===== config.mk =====
export PLATFORM = sky130hd
export DESIGN_NAME = core_sequencer
export DESIGN_NICKNAME = d
export VERILOG_FILES = /design/src/rtl/core_pkg.sv /design/src/rtl/core_sequencer_watchdog.sv /design/src/rtl/core_sequencer.sv
export SDC_FILE = /design/constraint.sdc
export NUM_CORES = 1
export LEC_CHECK = 0
export ABC_AREA = 1
export CAP_MARGIN = 30
export CELL_PAD_IN_SITES_DETAIL_PLACEMENT = 0
export CELL_PAD_IN_SITES_GLOBAL_PLACEMENT = 1
export CORE_MARGIN = 1
export CORE_UTILIZATION = 30
export CTS_BUF_LIST = sky130_fd_sc_hd__clkbuf_4
export CTS_CLUSTER_DIAMETER = 30
export DETAILED_ROUTE_END_ITERATION = 8
export PLACE_DENSITY_LB_ADDON = 0.1
export SYNTH_ARGS = -nofsm -noshare
export SYNTH_HDL_FRONTEND = slang
export SYNTH_SLANG_ARGS = --single-unit

===== constraint.sdc =====
create_clock -name clk_i -period 2.5 [get_ports clk_i]
set_clock_uncertainty 0.1 [all_clocks]
set_input_delay 0.5 -clock clk_i [delete_from_list [all_inputs] [get_ports clk_i]]
set_output_delay 0.5 -clock clk_i [all_outputs]
set_load 0.05 [all_outputs]

===== src/rtl/core_pkg.sv =====
// Shared types and defaults for the multi-cycle core sequencer.
// Holds the sequencer state encoding, the decoder memory-operation codes,
// the fault codes reported on fault_o, and the default reset PC / watchdog
// limit used by core_sequencer and seq_watchdog.
package core_pkg;

  // Sequencer states; one instruction is in flight at a time
  typedef enum logic [2:0] {
    FETCH_REQ  = 3'd0,
    FETCH_WAIT = 3'd1,
    EXECUTE    = 3'd2,
    MEM_REQ    = 3'd3,
    MEM_WAIT   = 3'd4,
    WRITEBACK  = 3'd5,
    HALT       = 3'd6
  } seq_state_e;

  // Memory operation as reported by the decoder
  typedef enum logic [1:0] {
    MEM_NONE    = 2'd0,
    MEM_LOAD    = 2'd1,
    MEM_STORE   = 2'd2,
    MEM_ILLEGAL = 2'd3
  } mem_op_e;

  // Reason the core halted
  typedef enum logic [1:0] {
    FAULT_NONE     = 2'd0,
    FAULT_ILLEGAL  = 2'd1,
    FAULT_TIMEOUT  = 2'd2,
    FAULT_MISALIGN = 2'd3
  } fault_e;

  localparam logic [31:0] RESET_PC_DEFAULT = 32'h0000_0000;
  localparam int unsigned TIMEOUT_DEFAULT  = 255;
  localparam logic [31:0] PC_STEP          = 32'd4;

  // States in which the core waits on a memory handshake and the watchdog runs
  function automatic logic isWaitState(input seq_state_e s);
    return (s == FETCH_REQ) || (s == FETCH_WAIT) || (s == MEM_REQ) || (s == MEM_WAIT);
  endfunction

endpackage


===== src/rtl/core_sequencer_watchdog.sv =====
// seq_watchdog: 8-bit cycle counter guarding the handshake-wait states.
// Ports:
//   clk_i      clock
//   rstn_i     synchronous active-low reset
//   clear_i    sequencer changes state this cycle; counter restarts from 0
//   enable_i   sequencer is in a wait state; counter advances
//   expired_o  count reaches TIMEOUT_CYC at the coming edge
module seq_watchdog #(
  parameter int unsigned TIMEOUT_CYC = 255
) (
  input  logic clk_i,
  input  logic rstn_i,
  input  logic clear_i,
  input  logic enable_i,
  output logic expired_o
);

  logic [7:0] count_q;
  logic [7:0] count_d;
  logic [8:0] countInc;

  // One extra bit so the compare against the limit cannot alias on wrap
  assign countInc = {1'b0, count_q} + 9'd1;

  // expired_o depends only on the current count and the enable, never on
  // clear_i, because clear_i is derived from the next state that this
  // output itself helps select.
  assign expired_o = enable_i && (countInc == 9'(TIMEOUT_CYC));

  // Next count: a state change restarts the count, waiting advances it,
  // otherwise (EXECUTE, WRITEBACK, HALT) it holds.
  always_comb begin
    count_d = count_q;
    if (clear_i) begin
      count_d = 8'd0;
    end else if (enable_i) begin
      count_d = countInc[7:0];
    end
  end

  // Counter register with synchronous reset
  always_ff @(posedge clk_i) begin
    if (!rstn_i) begin
      count_q <= 8'd0;
    end else begin
      count_q <= count_d;
    end
  end

endmodule


===== src/rtl/core_sequencer.sv =====
// core_sequencer: multi-cycle control sequencer for the 32-bit core.
// Fetches one instruction, holds it in the instruction register for the
// decoder/ALU, optionally performs one data access, then writes back and
// advances the PC. Any fault parks the core in HALT until reset.
// Ports:
//   clk_i, rstn_i                      clock, synchronous active-low reset
//   imem_valid_o/ready_i/addr_o        fetch request handshake
//   imem_rvalid_i/rdata_i              fetch response
//   instr_o                            instruction register to decoder
//   dec_wr_en_i, dec_mem_op_i          decoder results
//   alu_result_i, rs2_data_i           data address / store data
//   pc_redirect_i, pc_target_i         branch/jump control
//   dmem_valid_o/ready_i/we_o/addr_o/wdata_o   data request
//   dmem_rvalid_i/rdata_i              load response / store ack
//   ld_data_o                          latched load data
//   rf_wr_en_o                         register-file write strobe
//   pc_o, instret_o                    PC and retired-instruction count
//   halt_o, fault_o                    halt flag and fault reason
module core_sequencer
  import core_pkg::*;
#(
  parameter logic [31:0] RESET_PC    = RESET_PC_DEFAULT,
  parameter int unsigned TIMEOUT_CYC = TIMEOUT_DEFAULT
) (
  input  logic        clk_i,
  input  logic        rstn_i,
  output logic        imem_valid_o,
  input  logic        imem_ready_i,
  output logic [31:0] imem_addr_o,
  input  logic        imem_rvalid_i,
  input  logic [31:0] imem_rdata_i,
  output logic [31:0] instr_o,
  input  logic        dec_wr_en_i,
  input  logic [1:0]  dec_mem_op_i,
  input  logic [31:0] alu_result_i,
  input  logic [31:0] rs2_data_i,
  input  logic        pc_redirect_i,
  input  logic [31:0] pc_target_i,
  output logic        dmem_valid_o,
  input  logic        dmem_ready_i,
  output logic        dmem_we_o,
  output logic [31:0] dmem_addr_o,
  output logic [31:0] dmem_wdata_o,
  input  logic        dmem_rvalid_i,
  input  logic [31:0] dmem_rdata_i,
  output logic [31:0] ld_data_o,
  output logic        rf_wr_en_o,
  output logic [31:0] pc_o,
  output logic [31:0] instret_o,
  output logic        halt_o,
  output logic [1:0]  fault_o
);

  seq_state_e  state_q,     state_d;
  logic [31:0] pc_q,        pc_d;
  logic [31:0] instr_q,     instr_d;
  logic [31:0] ldData_q,    ldData_d;
  logic [31:0] dmemAddr_q,  dmemAddr_d;
  logic [31:0] dmemWdata_q, dmemWdata_d;
  mem_op_e     memOp_q,     memOp_d;
  logic [31:0] instret_q,   instret_d;
  fault_e      fault_q,     fault_d;

  logic wdExpired;
  logic badTarget;

  // A redirect to a non-word-aligned target is a fault, not a jump
  assign badTarget = pc_redirect_i && (pc_target_i[1:0] != 2'b00);

  seq_watchdog #(
    .TIMEOUT_CYC(TIMEOUT_CYC)
  ) u_watchdog (
    .clk_i    (clk_i),
    .rstn_i   (rstn_i),
    .clear_i  (state_d != state_q),
    .enable_i (isWaitState(state_q)),
    .expired_o(wdExpired)
  );

  // Moore outputs decoded from the current state and latched registers.
  // The register-file strobe is suppressed when the writeback is about to
  // fault on a misaligned redirect.
  assign imem_valid_o = (state_q == FETCH_REQ);
  assign imem_addr_o  = pc_q;
  assign dmem_valid_o = (state_q == MEM_REQ);
  assign dmem_we_o    = (memOp_q == MEM_STORE);
  assign dmem_addr_o  = dmemAddr_q;
  assign dmem_wdata_o = dmemWdata_q;
  assign instr_o      = instr_q;
  assign ld_data_o    = ldData_q;
  assign rf_wr_en_o   = (state_q == WRITEBACK) && dec_wr_en_i && !badTarget;
  assign pc_o         = pc_q;
  assign instret_o    = instret_q;
  assign halt_o       = (state_q == HALT);
  assign fault_o      = fault_q;

  // Next-state logic. In every wait state a completing handshake is checked
  // before the watchdog, so a response arriving on the expiry cycle still
  // goes through. HALT is only entered from a running state, so the first
  // fault recorded is the one that stays visible.
  always_comb begin
    state_d     = state_q;
    pc_d        = pc_q;
    instr_d     = instr_q;
    ldData_d    = ldData_q;
    dmemAddr_d  = dmemAddr_q;
    dmemWdata_d = dmemWdata_q;
    memOp_d     = memOp_q;
    instret_d   = instret_q;
    fault_d     = fault_q;

    case (state_q)
      FETCH_REQ: begin
        if (imem_ready_i) begin
          state_d = FETCH_WAIT;
        end else if (wdExpired) begin
          state_d = HALT;
          fault_d = FAULT_TIMEOUT;
        end
      end

      FETCH_WAIT: begin
        if (imem_rvalid_i) begin
          instr_d = imem_rdata_i;
          state_d = EXECUTE;
        end else if (wdExpired) begin
          state_d = HALT;
          fault_d = FAULT_TIMEOUT;
        end
      end

      EXECUTE: begin
        case (mem_op_e'(dec_mem_op_i))
          MEM_ILLEGAL: begin
            state_d = HALT;
            fault_d = FAULT_ILLEGAL;
          end
          MEM_LOAD, MEM_STORE: begin
            dmemAddr_d  = alu_result_i;
            dmemWdata_d = rs2_data_i;
            memOp_d     = mem_op_e'(dec_mem_op_i);
            state_d     = MEM_REQ;
          end
          default: begin
            memOp_d = MEM_NONE;
            state_d = WRITEBACK;
          end
        endcase
      end

      MEM_REQ: begin
        if (dmem_ready_i) begin
          state_d = MEM_WAIT;
        end else if (wdExpired) begin
          state_d = HALT;
          fault_d = FAULT_TIMEOUT;
        end
      end

      MEM_WAIT: begin
        if (dmem_rvalid_i) begin
          if (memOp_q == MEM_LOAD) begin
            ldData_d = dmem_rdata_i;
          end
          state_d = WRITEBACK;
        end else if (wdExpired) begin
          state_d = HALT;
          fault_d = FAULT_TIMEOUT;
        end
      end

      WRITEBACK: begin
        if (badTarget) begin
          state_d = HALT;
          fault_d = FAULT_MISALIGN;
        end else begin
          pc_d      = pc_redirect_i ? pc_target_i : (pc_q + PC_STEP);
          instret_d = instret_q + 32'd1;
          state_d   = FETCH_REQ;
        end
      end

      HALT: begin
        state_d = HALT;
      end

      default: begin
        state_d = FETCH_REQ;
      end
    endcase
  end

  // State and datapath registers. Reset abandons whatever transaction was
  // in flight; a late response then lands in FETCH_REQ and is ignored.
  always_ff @(posedge clk_i) begin
    if (!rstn_i) begin
      state_q     <= FETCH_REQ;
      pc_q        <= RESET_PC;
      instr_q     <= 32'd0;
      ldData_q    <= 32'd0;
      dmemAddr_q  <= 32'd0;
      dmemWdata_q <= 32'd0;
      memOp_q     <= MEM_NONE;
      instret_q   <= 32'd0;
      fault_q     <= FAULT_NONE;
    end else begin
      state_q     <= state_d;
      pc_q        <= pc_d;
      instr_q     <= instr_d;
      ldData_q    <= ldData_d;
      dmemAddr_q  <= dmemAddr_d;
      dmemWdata_q <= dmemWdata_d;
      memOp_q     <= memOp_d;
      instret_q   <= instret_d;
      fault_q     <= fault_d;
    end
  end

endmodule


# After elaboration in Yosys (flattened, before gate mapping)

Cells that the tools add are included.

Register bits after elaboration: 207
Input port bits: 170
Word-level logic and storage cells: 72

$add $sub $neg: 3
Eq/ne operators: 19
Muxes and demuxes: 18
Bitwise logic cells: 3
Reductions and logical operators: 19

Operators with widths:

| operator              | count |
|---|---|
| $add 32x1->32 const B | 1 |
| $add 32x3->32 const B | 1 |
| $mux 32               | 1 |
| $pmux 3 s7            | 1 |
| $mux 3                | 6 |
| $mux 2                | 7 |
| $ne 2x2->1 const B    | 6 |
| $pmux 2 s6            | 1 |
| $add 8x1->9 const B   | 1 |
| $eq 3x3->1 const B    | 3 |
| $eq 9x8->1 const B    | 1 |
| $reduce_and 2->1      | 4 |
| $reduce_and 7->1      | 1 |
| $eq 2x2->1 const B    | 3 |
| $eq 3x2->1 const B    | 2 |
| $pmux 3 s2            | 1 |
| $reduce_bool 6->1     | 1 |
| $eq 2x1->1 const B    | 2 |
| $logic_and 1x1->1     | 4 |
| $pmux 2 s2            | 1 |
| $reduce_or 2->1       | 2 |
| $eq 3x1->1 const B    | 1 |
| $logic_not 3->1       | 1 |
| $logic_or 1x1->1      | 3 |
| other kinds (5)       | 7 |

# Longest topological paths before layout

Word-level depth: 10
Mapped depth: 16
Depth with buffers taken out: 16

# By module

From an unflattened synthesis, not the netlist that was laid out.

Cell total of the unflattened synthesis: 1481
Area total of the unflattened synthesis: 9818.2 µm²

Modules (own cells, without submodules):

| module         | instances | cells each | area an instance (µm²) |
|---|---|---|---|
| core_sequencer | 1         | 1411       | 9346.5 |
| seq_watchdog   | 1         | 70         | 471.7 |

# Least setup slack after synthesis

OpenSTA, ideal clock, no wires.

Path type: input port to output port
From: in pc_target_i[0]
To: out rf_wr_en_o
Arrival time: 1.909 ns
Required time: 1.900 ns
Path slack: -0.009 ns
Stages on the path: 7
Buffers on the path: 2
Path through: nor2_1 nor2_2 nor2_8 inv_2 buf_2 buf_1 nor2_1

Longest elaborated chain between the ends: 4

RTL lines:

| element           | RTL line             | RTL |
|---|---|---|
| start, declared   | core_sequencer.sv:38 | `input logic [31:0] pc_target_i,` |
| $reduce_bool 2->1 | core_sequencer.sv:68 | `assign badTarget = pc_redirect_i && (pc_target_i[1:0] != 2'b00);` |
| $logic_and 1x1->1 | core_sequencer.sv:68 |  |
| $logic_not 1->1   | core_sequencer.sv:91 | `assign rf_wr_en_o = (state_q == WRITEBACK) && dec_wr_en_i && !badTarget;` |
| $logic_and 1x1->1 | core_sequencer.sv:91 |  |
| end, declared     | core_sequencer.sv:47 | `output logic rf_wr_en_o,` |

No other way between the ends.

# Worst setup path after layout

From: reg instret_q[22], in the netlist instret_o[22]
To: out instret_o[22]

RTL lines:

| element                | RTL line              | RTL |
|---|---|---|
| start, declared        | core_sequencer.sv:61  | `logic [31:0] instret_q, instret_d;` |
| start signal, assigned | core_sequencer.sv:214 | `instret_q <= instret_d;` |
| end, declared          | core_sequencer.sv:49  | `output logic [31:0] instret_o,` |

No word-level cell between the ends.

==> results_dict.tcl <==
set metrics [dict create \
    drv_cap 0 \
    yosys_warnings 0 \
    crit_chain "clkdlybuf4s50_1" \
    clkTransAtPathRegs_ns 0.07 \
    cts_tree "built" \
    die_y_um 179 \
    end_kind "output port" \
    numCtsBuffers 70 \
    clock_path_buffers 3 \
    cp.required_ns 1.90 \
    ctsRootBufferMaster "clkbuf_4" \
    gp_congestion 0.798 \
    syn_area_mm2 0.00938 \
    areaGrowthSynthToFinish_pct 55.4 \
    fillCellCount 3246 \
    synth.area.top_cells "dfxtp_1 (44%), nor2_1 (14%), o21ai_0 (8.6%)" \
    path_max_fanout 2 \
    final_nets 1922 \
    synth_top_cell_by_area "dfxtp_1" \
    post_synth_num_cell_types 43 \
    post-dp-hpwl_um 24100 \
    dp_cells 2067 \
    finalCriticalPeriod_ns 2.42 \
    postSynthAreaPerCell_um2 7.08 \
    placed_area_mm2 0.0138 \
    hold_class "in -> reg" \
    synth_edf_count 0 \
    cts_max_level 3 \
    cts_hold_buf 0 \
    cp-start-kind "register" \
    route.vias.total 10088 \
    finalMaxSlewViolations 0 \
    leakage_nw 6.47 \
    rrSetupSlack_ns 0.36 \
    rows 64 \
    synthArstFlopShare 0 \
    grt_pass1_wl_um 50600 \
    first_global_vias 9589 \
    core_region_area_mm2 0.0307 \
    start_util 0.306 \
    drc 0 \
    yosysMostFrequentCell "nor2_1" \
    top_layer "met5" \
    grt_max_degree 153 \
    powerDensity_mw_per_mm2 798 \
    io_pins 401 \
    yosysSeqAreaShare 0.442 \
    drt-initial-drc-count 487 \
    tightest_slew_ns 0.670 \
    die_w_um 179 \
    hold_viol 0 \
    setup_viol 0 \
    dieArea_mm2 0.0320 \
    maxSlewHeadroom 0.553 \
    clk_latency_ns 0.65 \
    yosys_register_bits 207 \
    finalCritPeriodShare 0.968 \
    post-place-ws_ns -0.0600 \
    netlist_instances 1324 \
    wl_met1_um 13600 \
    criticalPathCategory "reg -> out" \
    fin_ws_ns 0.0793 \
    fin_area_mm2 0.0146 \
    viasPerCell 4.61 \
    hold_slack_ns 0.232 \
    synthesis.nets 1502 \
    synth_common_cells "nor2_1 (342), dfxtp_1 (207), nand2_1 (174)" \
    route.met2.wl_um 15900 \
    firstDrtPassIters 4 \
    wl_met3_um 2910 \
    yosys.area.top_type_share 0.442 \
    port_buffers 400 \
    arrival_ns 1.82 \
    routedWlPerCell_um 15.3 \
    cpLargestDelayFamily "buffers and inverters" \
    clock-sinks 207 \
    track_usage 0.202 \
    overflow 0 \
    synthFlopType "dfxtp_1" \
    layout-drive-gt1-share 0.110 \
    crit_slowest_cell "clkdlybuf4s50_1" \
    antenna_left 0 \
    wl_um 33400 \
    status "finished clean" \
    final_util 0.475 \
    critPathMaxStageDelay_ns 0.82 \
    antenna_found_initial 4 \
    max_freq_ghz 0.413 \
    peakVddDrop_v 0.000564 \
    path_buf_inv 1 \
    final_cells 2186 \
]
where the power goes:
group | leakage, nW | internal [W] | switching [W] | total [W]
Sequential | 1.67 | 0.00375 | 0.000286 | 0.00404
Combinational | 4.28 | 0.00138 | 0.00271 | 0.00410
Clock | 0.511 | 0.00195 | 0.00156 | 0.00351
Total | 6.47 | 0.00709 | 0.00455 | 0.0116
flip-flops by register name, indices dropped and copies added (netlist names):
name	count
dmem_addr_o	32
dmem_wdata_o	32
imem_addr_o	32
instr_o	32
instret_o	32
ld_data_o	32
u_watchdog.count_q	8
state_q	3
fault_o	2
memOp_q	2
timing repair:
action,CTS,global route
setup buffers,1,0
endpoints found under the setup margin,96,28
pin swaps,1,1
gates resized for setup,96,29
endpoints found under the hold margin,0,0
final timing paths:
path                  start         endpoint  depth (start not counted)
max           instret_o[22]    instret_o[22]                          1
min                  rstn_i    instret_o[13]                          3
max reg2reg  imem_addr_o[3]  imem_addr_o[28]                         10
min reg2reg      fault_o[1]       fault_o[1]                          2
stage by stage:
step	setup TNS (ns)	total power, W
finish	0	0.0116
global route	-0.000616	0.0124
CTS	0	0.0119
detailed placement	-0.616	0.00827
global placement	-0.241	0.00827
floorplan	0	0.00675
area by class of cell:
class / count / area [um2] / area share
clock inverter: 20 / 134 / 0.00918
tap: 396 / 495 / 0.0340
sequential: 207 / 4150 / 0.284
clock buffer: 95 / 713 / 0.0489
antenna: 3 / 7.51 / 0.000515
multi-input combinational: 935 / 4440 / 0.304
timing repair buffer: 442 / 4320 / 0.296
inverter: 88 / 330 / 0.0227
logic make-up (layout without fill, tap and decap cells):
logic type,count (synthesis),count (layout),synth area share
AO/OA/AOI/OAI,264,264,0.151
XOR/XNOR,20,20,0.0187
adder cells (fa/ha/maj),8,8,0.0107
buffers and inverters,182,645,0.0866
flip-flops,207,207,0.442
other,0,3,0
AND/OR/NAND/NOR,643,643,0.291
metal layers:
metal / vias up / GRT usage
li1: 5148 / -
met1: 4519 / 0.234
met2: 341 / 0.336
met3: 78 / 0.0734
met4: 2 / 0.0819
met5: - / 0
placed cells by master (no fill, tap or decap), types with 6 or more instances in the layout:
cell type	instances
a211oi_1	6
a21oi_1	59
buf_4	43
clkbuf_4	95
clkdlybuf4s50_1	272
clkinv_1	13
dfxtp_1	206
dlygate4sd2_1	95
dlymetal6s2s_1	27
ha_1	8
inv_1	78
inv_2	10
nand2_1	173
nand3_1	44
nand4_1	11
nor2_1	341
nor2_2	10
nor3_1	27
o211ai_1	18
o21ai_0	161
xnor2_1	6
xor2_1	14
Power figures use the tool's default switching activity.
